File: src/rtl/fb_pkg.sv
// Shared parameters, types and helpers for the framebuffer port arbiter.
package fb_pkg;

  localparam int ADDR_W        = 11;
  localparam int DATA_W        = 8;
  localparam int COORD_W       = 7;
  localparam int BYTES_PER_ROW = 16;
  localparam int DISP_LATENCY  = 2;
  localparam int IDX_W         = 3;   // bit index of a pixel inside one byte

  typedef logic [ADDR_W-1:0] addr_t;
  typedef logic [DATA_W-1:0] data_t;
  typedef logic [IDX_W-1:0]  idx_t;

  // One-byte display cache entry.
  typedef struct packed {
    logic  valid;
    addr_t tag;
    data_t data;
  } cache_t;

  // Pixel 0 of a byte is its MSB (leftmost on screen), so index i selects bit 7-i.
  function automatic logic pick_pixel(input data_t b, input idx_t idx);
    idx_t bit_sel;
    bit_sel = ~idx;
    return b[bit_sel];
  endfunction

endpackage

File: src/rtl/fb_addr_map.sv
// Maps a 128x128 1bpp display coordinate to a framebuffer byte address and bit index.
module fb_addr_map
  import fb_pkg::*;
(
  input  logic [COORD_W-1:0] x,
  input  logic [COORD_W-1:0] y,
  output logic [ADDR_W-1:0]  addr,
  output logic [IDX_W-1:0]   idx
);

  // Row-major layout: 16 bytes per row, 8 pixels per byte.
  always_comb begin
    addr = ADDR_W'(y) * ADDR_W'(BYTES_PER_ROW) + ADDR_W'(x[COORD_W-1:IDX_W]);
    idx  = x[IDX_W-1:0];
  end

endmodule

File: src/rtl/fb_port_arbiter.sv
// Arbitrates a single-port framebuffer RAM between a display pixel stream
// (absolute priority, one-byte cache, fixed 2-cycle latency) and a host port.
module fb_port_arbiter
  import fb_pkg::*;
(
  input  logic               clk,
  input  logic               rst_n,
  input  logic               disp_req,
  input  logic [COORD_W-1:0] disp_x,
  input  logic [COORD_W-1:0] disp_y,
  input  logic               disp_sof,
  output logic               disp_pixel,
  output logic               disp_valid,
  input  logic               host_valid,
  input  logic               host_we,
  input  logic [ADDR_W-1:0]  host_addr,
  input  logic [DATA_W-1:0]  host_wdata,
  output logic               host_ready,
  output logic [DATA_W-1:0]  host_rdata,
  output logic               host_rvalid,
  output logic [ADDR_W-1:0]  ram_addr,
  output logic               ram_we,
  output logic [DATA_W-1:0]  ram_wdata,
  input  logic [DATA_W-1:0]  ram_rdata
);

  addr_t disp_addr;
  idx_t  disp_idx;

  fb_addr_map u_addr_map (
    .x    (disp_x),
    .y    (disp_y),
    .addr (disp_addr),
    .idx  (disp_idx)
  );

  cache_t cache_q, cache_eff, cache_d;

  // Display pipeline: vld_q[0] is stage 2, vld_q[DISP_LATENCY-1] is the output.
  logic [DISP_LATENCY-1:0] vld_q;
  logic  s1_hit_q;
  idx_t  s1_idx_q;
  addr_t s1_addr_q;
  data_t s1_byte_q;

  addr_t addr_hold_q;
  data_t wdata_hold_q;
  logic  rd_pend_q;

  logic  fill, hit, disp_miss, host_xfer, host_wr, host_rd;
  data_t s2_byte;

  assign disp_valid = vld_q[DISP_LATENCY-1];

  // Cache lookup (with the in-flight fill forwarded), arbitration and RAM port drive.
  // NOTE: every signal written here gets a default first, so no latch can be inferred.
  always_comb begin
    fill      = vld_q[0] && !s1_hit_q;
    cache_eff = cache_q;
    if (fill) cache_eff = '{valid: 1'b1, tag: s1_addr_q, data: ram_rdata};

    // A start-of-frame forces the coincident request to re-read the RAM.
    hit        = cache_eff.valid && (cache_eff.tag == disp_addr) && !disp_sof;
    disp_miss  = rst_n && disp_req && !hit;
    host_ready = !disp_miss;
    host_xfer  = rst_n && host_valid && host_ready;
    host_wr    = host_xfer && host_we;
    host_rd    = host_xfer && !host_we;

    // Host writes keep the cache coherent and win over a same-cycle fill.
    cache_d = cache_eff;
    if (host_wr && cache_eff.valid && (host_addr == cache_eff.tag)) cache_d.data = host_wdata;
    if (disp_sof) cache_d.valid = 1'b0;

    s2_byte = s1_hit_q ? s1_byte_q : ram_rdata;

    ram_we    = host_wr;
    ram_wdata = host_wr ? host_wdata : wdata_hold_q;
    ram_addr  = addr_hold_q;
    if (disp_miss)      ram_addr = disp_addr;
    else if (host_xfer) ram_addr = host_addr;
    if (!rst_n)         ram_addr = '0;
  end

  // Pipeline, cache, host read return and RAM address/data hold registers.
  // NOTE: sequential state uses non-blocking assignments so every register samples pre-edge values.
  always_ff @(posedge clk or negedge rst_n) begin
    if (!rst_n) begin
      cache_q      <= '0;
      vld_q        <= '0;
      s1_hit_q     <= 1'b0;
      s1_idx_q     <= '0;
      s1_addr_q    <= '0;
      s1_byte_q    <= '0;
      disp_pixel   <= 1'b0;
      addr_hold_q  <= '0;
      wdata_hold_q <= '0;
      rd_pend_q    <= 1'b0;
      host_rvalid  <= 1'b0;
      host_rdata   <= '0;
    end else begin
      cache_q <= cache_d;
      vld_q   <= {vld_q[DISP_LATENCY-2:0], disp_req};
      if (disp_req) begin
        s1_hit_q  <= hit;
        s1_idx_q  <= disp_idx;
        s1_addr_q <= disp_addr;
        s1_byte_q <= cache_eff.data;   // pre-write byte if the host writes this cycle
      end
      if (vld_q[0]) disp_pixel <= pick_pixel(s2_byte, s1_idx_q);
      addr_hold_q  <= ram_addr;
      wdata_hold_q <= ram_wdata;
      rd_pend_q    <= host_rd;
      host_rvalid  <= rd_pend_q;
      if (rd_pend_q) host_rdata <= ram_rdata;
    end
  end

endmodule
File: config.mk
export PLATFORM = sky130hd
export DESIGN_NAME = fb_port_arbiter
export DESIGN_NICKNAME = d
export VERILOG_FILES = /design/src/rtl/fb_pkg.sv /design/src/rtl/fb_addr_map.sv /design/src/rtl/fb_port_arbiter.sv
export SDC_FILE = /design/constraint.sdc
export NUM_CORES = 1
export LEC_CHECK = 0
export ABC_CLOCK_PERIOD_IN_PS = 5530
export BUFFER_PORTS_ARGS = -buffer_cell sky130_fd_sc_hd__buf_4
export CORE_MARGIN = 5
export CORE_UTILIZATION = 45
export CTS_CLUSTER_SIZE = 20
export DETAILED_ROUTE_END_ITERATION = 6
export PLACE_DENSITY = 0.71
export SYNTH_ARGS = -nofsm -noshare
export SYNTH_HDL_FRONTEND = slang
export SYNTH_SLANG_ARGS = --single-unit
export TNS_END_PERCENT = 100
File: constraint.sdc
create_clock -name clk -period 5.53 [get_ports clk]
set_clock_uncertainty 0.1 [all_clocks]
set_input_delay 1.106 -clock clk [delete_from_list [all_inputs] [get_ports clk]]
set_output_delay 1.106 -clock clk [all_outputs]
set_load 0.005 [all_outputs]
### Yosys cells after proc, flatten, opt, wreduce, memory -nomap -nowiden

Index checks and enable logic that the tools add are counted.

* register bits after elaboration: 75
* latch bits: 0
* bits in writable memories: 0
* ROM bits: 0
* input port bits: 47
* memories: 0

* $add $sub $neg: 1
* $mul: 0
* div/mod/pow operators: 0
* order comparisons: 1
* equality and inequality tests: 2
* shifts and indexed selects: 0
* multiplexer cells: 10
* bitwise operators: 1
* reductions and logical operators: 16

Operators with widths (number)
* 11-bit two-way mux: 3
* 8-bit two-way mux: 3
* 11-bit equality test: 2
* 20-bit two-way mux: 1
* 11-bit by 4-bit adder with 11-bit output: 1
* 1-bit logical AND: 11
* 1-bit logical NOT: 5
* 3-bit by 4-bit < comparator with 1-bit output (second input constant): 1
* 1-bit binary-select mux with 3-bit select: 1
* 3-bit NOT: 1
* 1-bit two-way mux: 2

### Longest topological paths before layout

* depth in word-level cells: 14
* mapped depth: 9
* gate-level depth less buffers: 7

### Hierarchy

From an unflattened synthesis, not the netlist that was laid out.

* cells, all modules: 352
* area total of the unflattened synthesis: 3808.7 um^2

By module, submodules not included
* fb_port_arbiter: instances 1, cells an instance 338, area an instance 3703.6 um^2, sequential area each 1876.8 um^2
* fb_addr_map: instances 1, cells an instance 14, area an instance 105.1 um^2, sequential area each 0.0 um^2

### Least setup slack after synthesis

Ideal clock, no wire load.

* path kind: in2out
* start point: input disp_y[0]
* end point: output ram_wdata[0]
* arrival: 2.806 ns
* required time: 4.324 ns
* slack: 1.518 ns
* stages: 7
* buffers on the path: 1
* cells stage by stage: xor2_1 > nor4_1 > o2111ai_1 > o41ai_4 > and3_1 > buf_4 > mux2_1

* word-level cells in the longest chain between the ends: 10

RTL lines
* start, declared: line fb_port_arbiter.sv:10 `input logic [COORD_W-1:0] disp_y,`
* 11-bit by 4-bit adder with 11-bit output: line fb_addr_map.sv:13 `addr = ADDR_W'(y) * ADDR_W'(BYTES_PER_ROW) + ADDR_W'(x[COORD_W-1:IDX_W]);`
* 11-bit equality test: line fb_port_arbiter.sv:63 `hit = cache_eff.valid && (cache_eff.tag == disp_addr) && !disp_sof;`
* 1-bit logical AND (2 in series): line fb_port_arbiter.sv:63
* 1-bit logical NOT: line fb_port_arbiter.sv:64 `disp_miss = rst_n && disp_req && !hit;`
* 1-bit logical AND: line fb_port_arbiter.sv:64
* 1-bit logical NOT: line fb_port_arbiter.sv:65 `host_ready = !disp_miss;`
* 1-bit logical AND: line fb_port_arbiter.sv:66 `host_xfer = rst_n && host_valid && host_ready;`
* 1-bit logical AND: line fb_port_arbiter.sv:67 `host_wr = host_xfer && host_we;`
* via ram_we: line fb_port_arbiter.sv:22 `output logic ram_we,`
* 8-bit two-way mux: line fb_port_arbiter.sv:78 `ram_wdata = host_wr ? host_wdata : wdata_hold_q;`
* end, declared: line fb_port_arbiter.sv:23 `output logic [DATA_W-1:0] ram_wdata,`

The timed path passes the listed nets, and every way through them passes these cells.

### Worst setup path in the final report

* start point: register s1_hit_q
* end point: output ram_wdata[1]

* word-level cells in the longest chain between the ends: 12

RTL lines
* start, declared: line fb_port_arbiter.sv:41 `logic s1_hit_q;`
* start signal, assigned: line fb_port_arbiter.sv:105 `s1_hit_q <= hit;`
* 1-bit logical NOT (*): line fb_port_arbiter.sv:58 `fill = vld_q[0] && !s1_hit_q;`
* 1-bit logical AND (*): line fb_port_arbiter.sv:58
* 20-bit two-way mux (*): line fb_port_arbiter.sv:60 `if (fill) cache_eff = '{valid: 1'b1, tag: s1_addr_q, data: ram_rdata};`
* 11-bit equality test: line fb_port_arbiter.sv:63
* 1-bit logical AND (*) (2 in series): line fb_port_arbiter.sv:63
* 1-bit logical NOT (*): line fb_port_arbiter.sv:64
* 1-bit logical AND (*): line fb_port_arbiter.sv:64
* 1-bit logical NOT (*): line fb_port_arbiter.sv:65
* 1-bit logical AND (*): line fb_port_arbiter.sv:66
* 1-bit logical AND (*): line fb_port_arbiter.sv:67
* 8-bit two-way mux (*): line fb_port_arbiter.sv:78

Mark *: on every way between the ends. The rest lies on a longest branch, timed or not.

==> impl_metrics.toml <==
[worst_setup_path]
slowest_stage = "and3_1"
crit_top_cell = "buf_4"
cp-start-kind = "flip-flop"
slowest_delay_ns = 0.50
cp-end-kind = "output port"
critPathKind = "reg2out"
cp.buffers_inverters = 2
crit_chain = "nand2b_1, buf_4, nor4_1, o2111ai_1, o41ai_4, and3_1, mux2_1, buf_4"
critPathMaxFanout = 18
critical_path.top_delay_family = "simple AND/OR/NAND/NOR gates"
arrival_ns = 3.53
cp.required_ns = 4.32

[logic_synthesis]
synth_edf_count = 0
ys_warn_count = 0
ys_seq_area_share_pct = 50.9
synth-simple-area-share_pct = 11.3
synth-xor-area-share_pct = 4.52
mappedNetlistArea_um2 = 3680
synth.net_count = 376
postSynthAreaPerCell_um2 = 11.2
synth_top_family_by_area = "multiplexers"
ys_types = 42
synthMuxAreaShare_pct = 18.5
synth_seq_cells = 75
synth-async-reset-ratio_pct = 100
synthAdderAreaFrac_pct = 0
synth_ff_type = "dfrtp_1"
syn-instance-count = 329
synth_compound_area_share_pct = 11.4

[layout]
final_cell_mix = "82 x buf_4, 75 x dfrtp_1, 57 x nand2_1"
final_cell_count_no_fill = 516
fin_nets = 453
area_growth_pct = 24.6
diodes = 0
final_common_cell = "buf_4"
drive_above_1_share_pct = 33.6

[detailed_routing]
drt_first_pass_iters = 4
wire_per_inst_um = 17.0
post_drt_via_cell_ratio = 5.42
vias = 2796
drtIter0Drc = 148
wl_mm = 8.75
drtAntennaViolNets = 0
drc = 0

[power]
pwr-share-clk_pct = 33.6
netSwitchingPower_mw = 0.416
p_leak_nw = 2.24
comb_power_share_pct = 20.7
pwr_density_cell_nw_per_um2 = 319
vdd_drop_max_uv = 158
switching_share_pct = 28.3
internal-power_mw = 1.05
p_seq_share_pct = 45.7

[clock_tree]
clk_latency_ns = 0.36
cts_tree = "done"
post-cts-setup-buffers = 0
clock-sinks = 75
htreeDepth = 3
numCtsBuffers = 9
post_cts_resized = 0
clockRootBuffer = "clkbuf_8"
clk_pin_slew_ns = 0.10
hold_buffers = 0
clock_path_buffers = 2

[placement]
gp_congestion = 0.940
hpwl_mm = 6.31
numPortBuffers = 78
dpl.cell_count = 500

[global_route]
grt_max_degree = 64
globalRouteOverflowTotal = 0
met2_usage_pct = 27.9
grtUsageMet3_pct = 2.49
antenna_found_initial = 0
grt_pass1_vias = 2784
gr-max-usage-layer = "met2"
grt_use_met1_pct = 26.8
grt_pass1_wl_mm = 14.5
grt_usage_pct = 18.4

[sta]
worstMarginPinSlew_ns = 0.739
finalSetupViolCount = 0
grt_setup_unrepaired = "false"
finalCritPeriodShare_pct = 85.7
timing.fmax_ghz = 0.211
final_max_slew_viol_count = 0
min_period_ns = 4.74
max_slew_margin_pct = 50.7
setup_tns_ns = 0
timing.final.hold_violations = 0

[worst_hold_path]
worstHoldPathType = "reg2reg"

[floorplan]
die_w_um = 100
die_area_um2 = 10100
die_y_um = 100
start_util_pct = 45.5
rows = 33
core-area_um2 = 8090
io_pins = 79

[run_status]
status = "complete, no violations"

[job]
timing.max_cap.violations = 0
synth_stat cells, types with 3 or more instances:
cell | instances | area, µm²
nand2_1 | 57 | 214
a221oi_1 | 3 | 26.3
a31oi_1 | 12 | 75.1
dfrtp_1 | 75 | 1880
xor2_1 | 8 | 70.1
mux4_2 | 5 | 113
o22ai_1 | 5 | 31.3
mux2i_1 | 11 | 110
o21ai_0 | 8 | 40.0
nor2b_1 | 3 | 18.8
nand4_1 | 3 | 18.8
o211a_1 | 11 | 110
inv_1 | 14 | 52.6
a21oi_1 | 3 | 15.0
mux2_1 | 8 | 90.1
clkbuf_1 | 9 | 33.8
nand3_1 | 5 | 25.0
mux2_2 | 30 | 338
nand2b_1 | 3 | 18.8
nor2_1 | 17 | 63.8
buf_1 | 3 | 11.3
xnor2_1 | 11 | 96.3
final cells by class:
class	instances	area, µm²
inverter	14	52.6
timing repair buffer	82	616
tap	105	131
multi-input combinational	224	1680
sequential	75	1880
clock buffer	9	124
fill	709	3500
clock inverter	7	108
cell families after synthesis:
family / count (synthesis)
AND/OR/NAND/NOR: 95
flip-flops: 75
multiplexers: 56
AO/OA/AOI/OAI: 54
buffers and inverters: 30
XOR/XNOR: 19
sequential cells by signal, summed over array words and instances (netlist names):
| signal | flops |
|---|---|
| addr_hold_q | 11 |
| cache_q | 20 |
| disp_pixel | 1 |
| host_rdata | 8 |
| host_rvalid | 1 |
| rd_pend_q | 1 |
| s1_addr_q | 11 |
| s1_byte_q | 8 |
| s1_hit_q | 1 |
| s1_idx_q | 3 |
| vld_q | 2 |
| wdata_hold_q | 8 |
path summary, 6_finish.rpt:
path | start | to | slack [ns] | depth (start not counted)
min in group asynchronous | rst_n | host_rdata[3] | 0.53 | 1
worst max-delay path | s1_hit_q | ram_wdata[1] | 0.79 | 8
worst max register to register | s1_hit_q | cache_q[6] | 2.26 | 8
worst min-delay path | vld_q[0] | vld_q[1] | 0.36 | 0
worst min register to register | vld_q[0] | vld_q[1] | 0.36 | 0
max in group asynchronous | rst_n | addr_hold_q[0] | 3.72 | 2
power groups by stage:
stage / clock network, mW / registers, mW / logic [mW]
after floorplan: 0 / 0.669 / 0.174
after global placement: 0 / 0.678 / 0.299
after detailed placement: 0 / 0.681 / 0.305
after CTS: 0.500 / 0.670 / 0.307
after global routing: 0.528 / 0.681 / 0.336
final: 0.493 / 0.670 / 0.303
routing by layer:
metal	vias to the layer above	part of all wire (%)
li1	1317	-
met1	1382	47
met2	84	47
met3	13	4.2
met4	0	2.0
met5	-	0
metrics by stage:
stage	utilization [%]	power (mW)	hold slack (ns)	setup slack, ns	cell area (µm²)
finish	56.7	1.47	0.362	0.789	4590
detailed placement	53.9	0.986	0.354	1.08	4360
global route	56.7	1.54	0.374	0.509	4590
CTS	56.7	1.48	0.368	0.735	4590
floorplan	-	0.842	0.252	1.52	3680
global placement	53.9	0.976	0.331	1.08	4360
Note: power is estimated with default switching activity, not from simulation.
